File: src/rtl/noc_input_port.sv
// rtl/noc_input_port.sv - NoC router input port: credit FIFO, XY route lock, controller handshake (optional NOC_IN_STATS_EN adds pkt_count)
module noc_input_port #(
  parameter int FLIT_W  = 32,
  parameter int DEPTH   = 4,
  parameter int COORD_W = 2,
  parameter int LOCAL_X = 0,
  parameter int LOCAL_Y = 0
) (
  input  logic              clk,
  input  logic              reset,
  input  logic              link_valid,
  input  logic [FLIT_W-1:0] link_flit,
  output logic              link_credit,
  output logic              out_valid,
  input  logic              out_ready,
  output logic [FLIT_W-1:0] out_flit,
  output logic              out_head,
  output logic              out_tail,
  output logic [2:0]        dest_port,
  output logic              buffer_full,
  output logic              err_overflow,
  output logic              err_proto
`ifdef NOC_IN_STATS_EN
  ,
  output logic [15:0]       pkt_count
`endif
);

  localparam int PTR_W = (DEPTH > 1) ? $clog2(DEPTH) : 1;
  localparam int CNT_W = PTR_W + 1;
  localparam logic [CNT_W-1:0]   FULL_CNT = CNT_W'(DEPTH);
  localparam logic [COORD_W-1:0] LX = COORD_W'(LOCAL_X);
  localparam logic [COORD_W-1:0] LY = COORD_W'(LOCAL_Y);

  localparam logic [2:0] PORT_LOCAL = 3'd0;
  localparam logic [2:0] PORT_EAST  = 3'd1;
  localparam logic [2:0] PORT_WEST  = 3'd2;
  localparam logic [2:0] PORT_NORTH = 3'd3;
  localparam logic [2:0] PORT_SOUTH = 3'd4;

  typedef enum logic {S_IDLE = 1'b0, S_LOCKED = 1'b1} state_t;

  state_t            state_q, state_d;
  logic [FLIT_W-1:0] mem_q [DEPTH];
  logic [PTR_W-1:0]  wr_ptr_q, wr_ptr_d, rd_ptr_q, rd_ptr_d;
  logic [CNT_W-1:0]  count_q, count_d;
  logic [2:0]        route_q;
  logic              credit_q, err_overflow_q, err_proto_q;

  logic [FLIT_W-1:0]  head_flit;
  logic               nonempty, hd_is_head, hd_is_tail;
  logic [COORD_W-1:0] dest_x, dest_y;
  logic [2:0]         route_c;
  logic               discard, handshake, pop_en, push_en;

  // Type bit 0 marks a packet start (head / head-tail), bit 1 marks a packet end (tail / head-tail)
  assign head_flit  = mem_q[rd_ptr_q];
  assign nonempty   = (count_q != '0);
  assign hd_is_head = head_flit[FLIT_W-2];
  assign hd_is_tail = head_flit[FLIT_W-1];
  assign dest_x     = head_flit[2*COORD_W-1:COORD_W];
  assign dest_y     = head_flit[COORD_W-1:0];

  // Dimension-ordered XY route of the flit currently at the FIFO head
  always_comb begin
    route_c = PORT_LOCAL;
    if (dest_x > LX)      route_c = PORT_EAST;
    else if (dest_x < LX) route_c = PORT_WEST;
    else if (dest_y > LY) route_c = PORT_NORTH;
    else if (dest_y < LY) route_c = PORT_SOUTH;
  end

  // Route FSM outputs: present legal flits, discard illegal ones, drive the route
  always_comb begin
    out_valid = 1'b0;
    discard   = 1'b0;
    dest_port = route_q;
    out_flit  = '0;
    out_head  = 1'b0;
    out_tail  = 1'b0;
    case (state_q)
      S_IDLE: begin
        out_valid = nonempty && hd_is_head;
        discard   = nonempty && !hd_is_head;
        if (out_valid) dest_port = route_c;
      end
      S_LOCKED: begin
        out_valid = nonempty && !hd_is_head;
        discard   = nonempty && hd_is_head;
      end
      default: begin
        out_valid = 1'b0;
      end
    endcase
    if (out_valid) begin
      out_flit = head_flit;
      out_head = hd_is_head;
      out_tail = hd_is_tail;
    end
  end

  assign handshake = out_valid && out_ready;
  assign pop_en    = handshake || discard;
  // A full FIFO still takes a flit when a slot frees up in the same cycle
  assign push_en   = link_valid && ((count_q != FULL_CNT) || pop_en);

  // Route FSM next state: a head opens a packet, a tail closes it
  always_comb begin
    state_d = state_q;
    case (state_q)
      S_IDLE:   if (handshake && hd_is_head && !hd_is_tail) state_d = S_LOCKED;
      S_LOCKED: if (handshake && hd_is_tail) state_d = S_IDLE;
      default:  state_d = S_IDLE;
    endcase
  end

  // Route FSM state register
  always_ff @(posedge clk) begin
    if (reset) state_q <= S_IDLE;
    else       state_q <= state_d;
  end

  // FIFO pointer and occupancy next state; pointers wrap naturally at DEPTH
  always_comb begin
    wr_ptr_d = push_en ? wr_ptr_q + PTR_W'(1) : wr_ptr_q;
    rd_ptr_d = pop_en  ? rd_ptr_q + PTR_W'(1) : rd_ptr_q;
    count_d  = count_q;
    if (push_en && !pop_en)      count_d = count_q + CNT_W'(1);
    else if (!push_en && pop_en) count_d = count_q - CNT_W'(1);
  end

  // FIFO storage, no reset needed: contents are only read when counted valid
  always_ff @(posedge clk) begin
    if (push_en) mem_q[wr_ptr_q] <= link_flit;
  end

  // FIFO control, latched route, credit return and sticky error flags
  always_ff @(posedge clk) begin
    if (reset) begin
      wr_ptr_q       <= '0;
      rd_ptr_q       <= '0;
      count_q        <= '0;
      route_q        <= PORT_LOCAL;
      credit_q       <= 1'b0;
      err_overflow_q <= 1'b0;
      err_proto_q    <= 1'b0;
    end else begin
      wr_ptr_q <= wr_ptr_d;
      rd_ptr_q <= rd_ptr_d;
      count_q  <= count_d;
      credit_q <= pop_en;
      if (state_q == S_IDLE && handshake) route_q <= route_c;
      if (link_valid && !push_en) err_overflow_q <= 1'b1;
      if (discard) err_proto_q <= 1'b1;
    end
  end

  assign link_credit  = credit_q;
  assign buffer_full  = (count_q == FULL_CNT);
  assign err_overflow = err_overflow_q;
  assign err_proto    = err_proto_q;

`ifdef NOC_IN_STATS_EN
  logic [15:0] pkt_count_q;

  // Delivered packet counter, wraps at 16 bits
  always_ff @(posedge clk) begin
    if (reset)                        pkt_count_q <= '0;
    else if (handshake && hd_is_tail) pkt_count_q <= pkt_count_q + 16'd1;
  end

  assign pkt_count = pkt_count_q;
`endif

endmodule

File: config.mk
export PLATFORM = sky130hd
export DESIGN_NAME = noc_input_port
export DESIGN_NICKNAME = d
export VERILOG_FILES = /design/src/rtl/noc_input_port.sv
export SDC_FILE = /design/constraint.sdc
export NUM_CORES = 1
export LEC_CHECK = 0
export CORE_ASPECT_RATIO = 0.7
export CORE_MARGIN = 2
export CORE_UTILIZATION = 40
export CTS_CLUSTER_DIAMETER = 200
export DETAILED_ROUTE_END_ITERATION = 12
export PLACE_DENSITY = 0.59
export SYNTH_ARGS = -nofsm -noshare
export SYNTH_HDL_FRONTEND = slang
export SYNTH_SLANG_ARGS = --single-unit
File: constraint.sdc
create_clock -name clk -period 4.65 [get_ports clk]
set_input_delay 0.465 -clock clk [delete_from_list [all_inputs] [get_ports clk]]
set_output_delay 0.465 -clock clk [all_outputs]
set_load 0.05 [all_outputs]
==> impl_metrics.env <==
export IMPL_synth_top_area_cell="edfxtp_1"
export IMPL_seqPwrFrac=0.346
export IMPL_die_h_um=105
export IMPL_post_cts_buffers=0
export IMPL_hold_violations=0
export IMPL_final_cell_mix="edfxtp_1, clkdlybuf4s50_1, nor2b_1, mux4_2, clkbuf_16"
export IMPL_synth_area_per_cell_sq_um=18.5
export IMPL_start_util=0.413
export IMPL_cts_buffers=17
export IMPL_synth_area_leaders="edfxtp_1, mux4_2, dfxtp_1"
export IMPL_required_ns=4.18
export IMPL_seq_area_sq_mm=0.00415
export IMPL_first_pass_iters=4
export IMPL_grt_pass1_wl_um=17200
export IMPL_drive_gt1_frac=0.193
export IMPL_port_buffers=76
export IMPL_rsz0062_at_grt="no"
export IMPL_filler_cell_count=1165
export IMPL_critPathMaxFanout=33
export IMPL_p_sw_mw=1.81
export IMPL_clock_latency_ns=0.42
export IMPL_finalSetupViolations=0
export IMPL_path_clk_slew_ns=0.06
export IMPL_drc_errors=0
export IMPL_nets=433
export IMPL_fin_crit_ns=3.96
export IMPL_regToRegSetupSlack_ns=1.29
export IMPL_vias=2955
export IMPL_leakage_nw=2.38
export IMPL_max_freq_mhz=253
export IMPL_critical_path_class="register to output pin"
export IMPL_vdd_drop_max_mv=0.376
export IMPL_setup_tns_ns=0
export IMPL_worstMarginPinSlew_ns=0.926
export IMPL_drt_iter0_drc=112
export IMPL_status="finished clean"
export IMPL_powerDensity_mw_per_mm2=683
export IMPL_ant_nets=0
export IMPL_gp_congestion=0.740
export IMPL_syn_area_sq_mm=0.00580
export IMPL_viasPerCell=4.97
export IMPL_synth_seq_area_share=0.715
export IMPL_antenna_found_initial=0
export IMPL_drv_cap=0
export IMPL_crit_path_end="dest_port[0]"
export IMPL_grt_max_degree=36
export IMPL_reg2reg_to="count_q[2]"
export IMPL_swShare=0.364
export IMPL_p_int_mw=3.17
export IMPL_worstPathArrival_ns=3.49
export IMPL_groute_usage_overall=0.153
export IMPL_synth_nets=356
export IMPL_final_common_cell="edfxtp_1"
export IMPL_chipWidth_um=148
export IMPL_cts_tree="yes"
export IMPL_timing_hold_ws_ns=0.466
export IMPL_areaGrowthSynthToFinish_pct=25.7
export IMPL_ys_ff_latch=143
export IMPL_routed_wl_um=11000
export IMPL_htreeDepth=4
export IMPL_cts_path_max_buffers=2
export IMPL_startpoint_type="register"
export IMPL_grt_pass1_vias=3062
export IMPL_cts_resized=0
export IMPL_grt_overflow=0
export IMPL_postSynthCellCount=314
export IMPL_root_buffer="clkbuf_16"
export IMPL_maxSlewHeadroom=0.383
export IMPL_power_mw=4.98
export IMPL_skew_ns=0.0140
export IMPL_pin_count=78
export IMPL_wl_per_cell_um=18.6
export IMPL_clkPwrFrac=0.265
export IMPL_ys_types=39
export IMPL_hpwl_um=6550
export IMPL_cts_hold_buf=0
export IMPL_core_area_sq_mm=0.0141
export IMPL_r2r_cells=11
export IMPL_clkSinkCount=143
export IMPL_die_area_sq_mm=0.0155
export IMPL_multiInputGateArea_sq_mm=0.00152
export IMPL_placementRows=36
export IMPL_yosysWarnings=0
export IMPL_hp_class="register to register"
export IMPL_p_comb_frac=0.389
export IMPL_synth_top_area_frac=0.663
export IMPL_post_route_period_util=0.851
export IMPL_slew_violations=0
export IMPL_endpoint_kind="output pin"
export IMPL_antennaDiodeCount=0
[logic make-up after synthesis]
family | share of synthesized area
buffers and inverters | 0.0248
and+or+nand+nor | 0.0779
AOI/OAI and AO/OA | 0.0175
adders and majority gates | 0.0142
DFF | 0.715
other | 0.000647
xor gates and xnor gates | 0.00453
muxes | 0.146
[registers in the layout, summed over array words and instances (netlist names), named ones only]
signal	cells
route_q	2
count_q	3
mem_q	128
state_q	1
link_credit	1
err_proto	1
rd_ptr_q	2
wr_ptr_q	2
err_overflow	1
[through the flow]
step	instances	worst slack, ns	cell area [sq um]	util
floorplan	314	1.50	5800	-
global placement	562	1.09	6710	0.477
detailed placement	562	1.06	6710	0.477
CTS	594	0.616	7290	0.519
global route	594	0.488	7290	0.519
finish	594	0.691	7290	0.519
[synth_stat cells (all sizes together)]
library cell	n
a2111o	2
a21oi	8
a31oi	1
and3b	5
buf	12
clkbuf	8
conb	1
dfxtp	15
edfxtp	128
fa	1
ha	5
inv	8
mux2	5
mux2i	6
mux4	32
nand2	5
nand3	4
nand3b	2
nand4b	1
nor2	8
nor2b	33
nor3	5
nor3b	3
o21ai	2
o22ai	1
o31ai	1
o41ai	1
or2	2
or3	2
or3b	1
or4	3
xnor2	1
xor2	2
[worst min-delay path by stage]
stage | start | endpoint | slack, ns | cells past startpoint
global route | route_q[1] | route_q[1] | 0.49 | 2
CTS | route_q[1] | route_q[1] | 0.46 | 2
global placement | route_q[1] | route_q[1] | 0.45 | 2
floorplan | route_q[1] | route_q[1] | 0.44 | 2
detailed placement | route_q[1] | route_q[1] | 0.46 | 2
finish | route_q[1] | route_q[1] | 0.47 | 2
[worst max-delay path, stage by stage (launching register included)]
cell and delay [ns]:
dfxtp_2 0.33, buf_4 0.54, mux4_2 0.63, or4_1 0.58, mux2_2 0.28, clkdlybuf4s50_1 0.71
[power by group through the flow]
stage | Clock [mW] | Sequential, mW | Combinational, mW
CTS | 1.35 | 1.73 | 1.97
global route | 1.40 | 1.75 | 2.06
finish | 1.32 | 1.72 | 1.94
detailed placement | 0 | 1.75 | 1.96
floorplan | 0 | 1.75 | 1.39
global placement | 0 | 1.74 | 1.95
[cell type report]
type                       count  share of cell area
sequential                   143               0.569
clock inverter                12              0.0187
tap                          190              0.0326
multi-input combinational    143               0.208
inverter                       8             0.00412
timing repair buffer          78               0.106
clock buffer                  20              0.0613
[per-layer routing]
metal  track usage  vias to the layer above  part of all wire
met2         0.225                       67              0.46
met1         0.216                     1499              0.49
met4        0.0680                        0             0.010
li1              -                     1381                 -
met3        0.0376                        8             0.039
met5             0                        -                 0
Power figures use the tool's default switching activity.
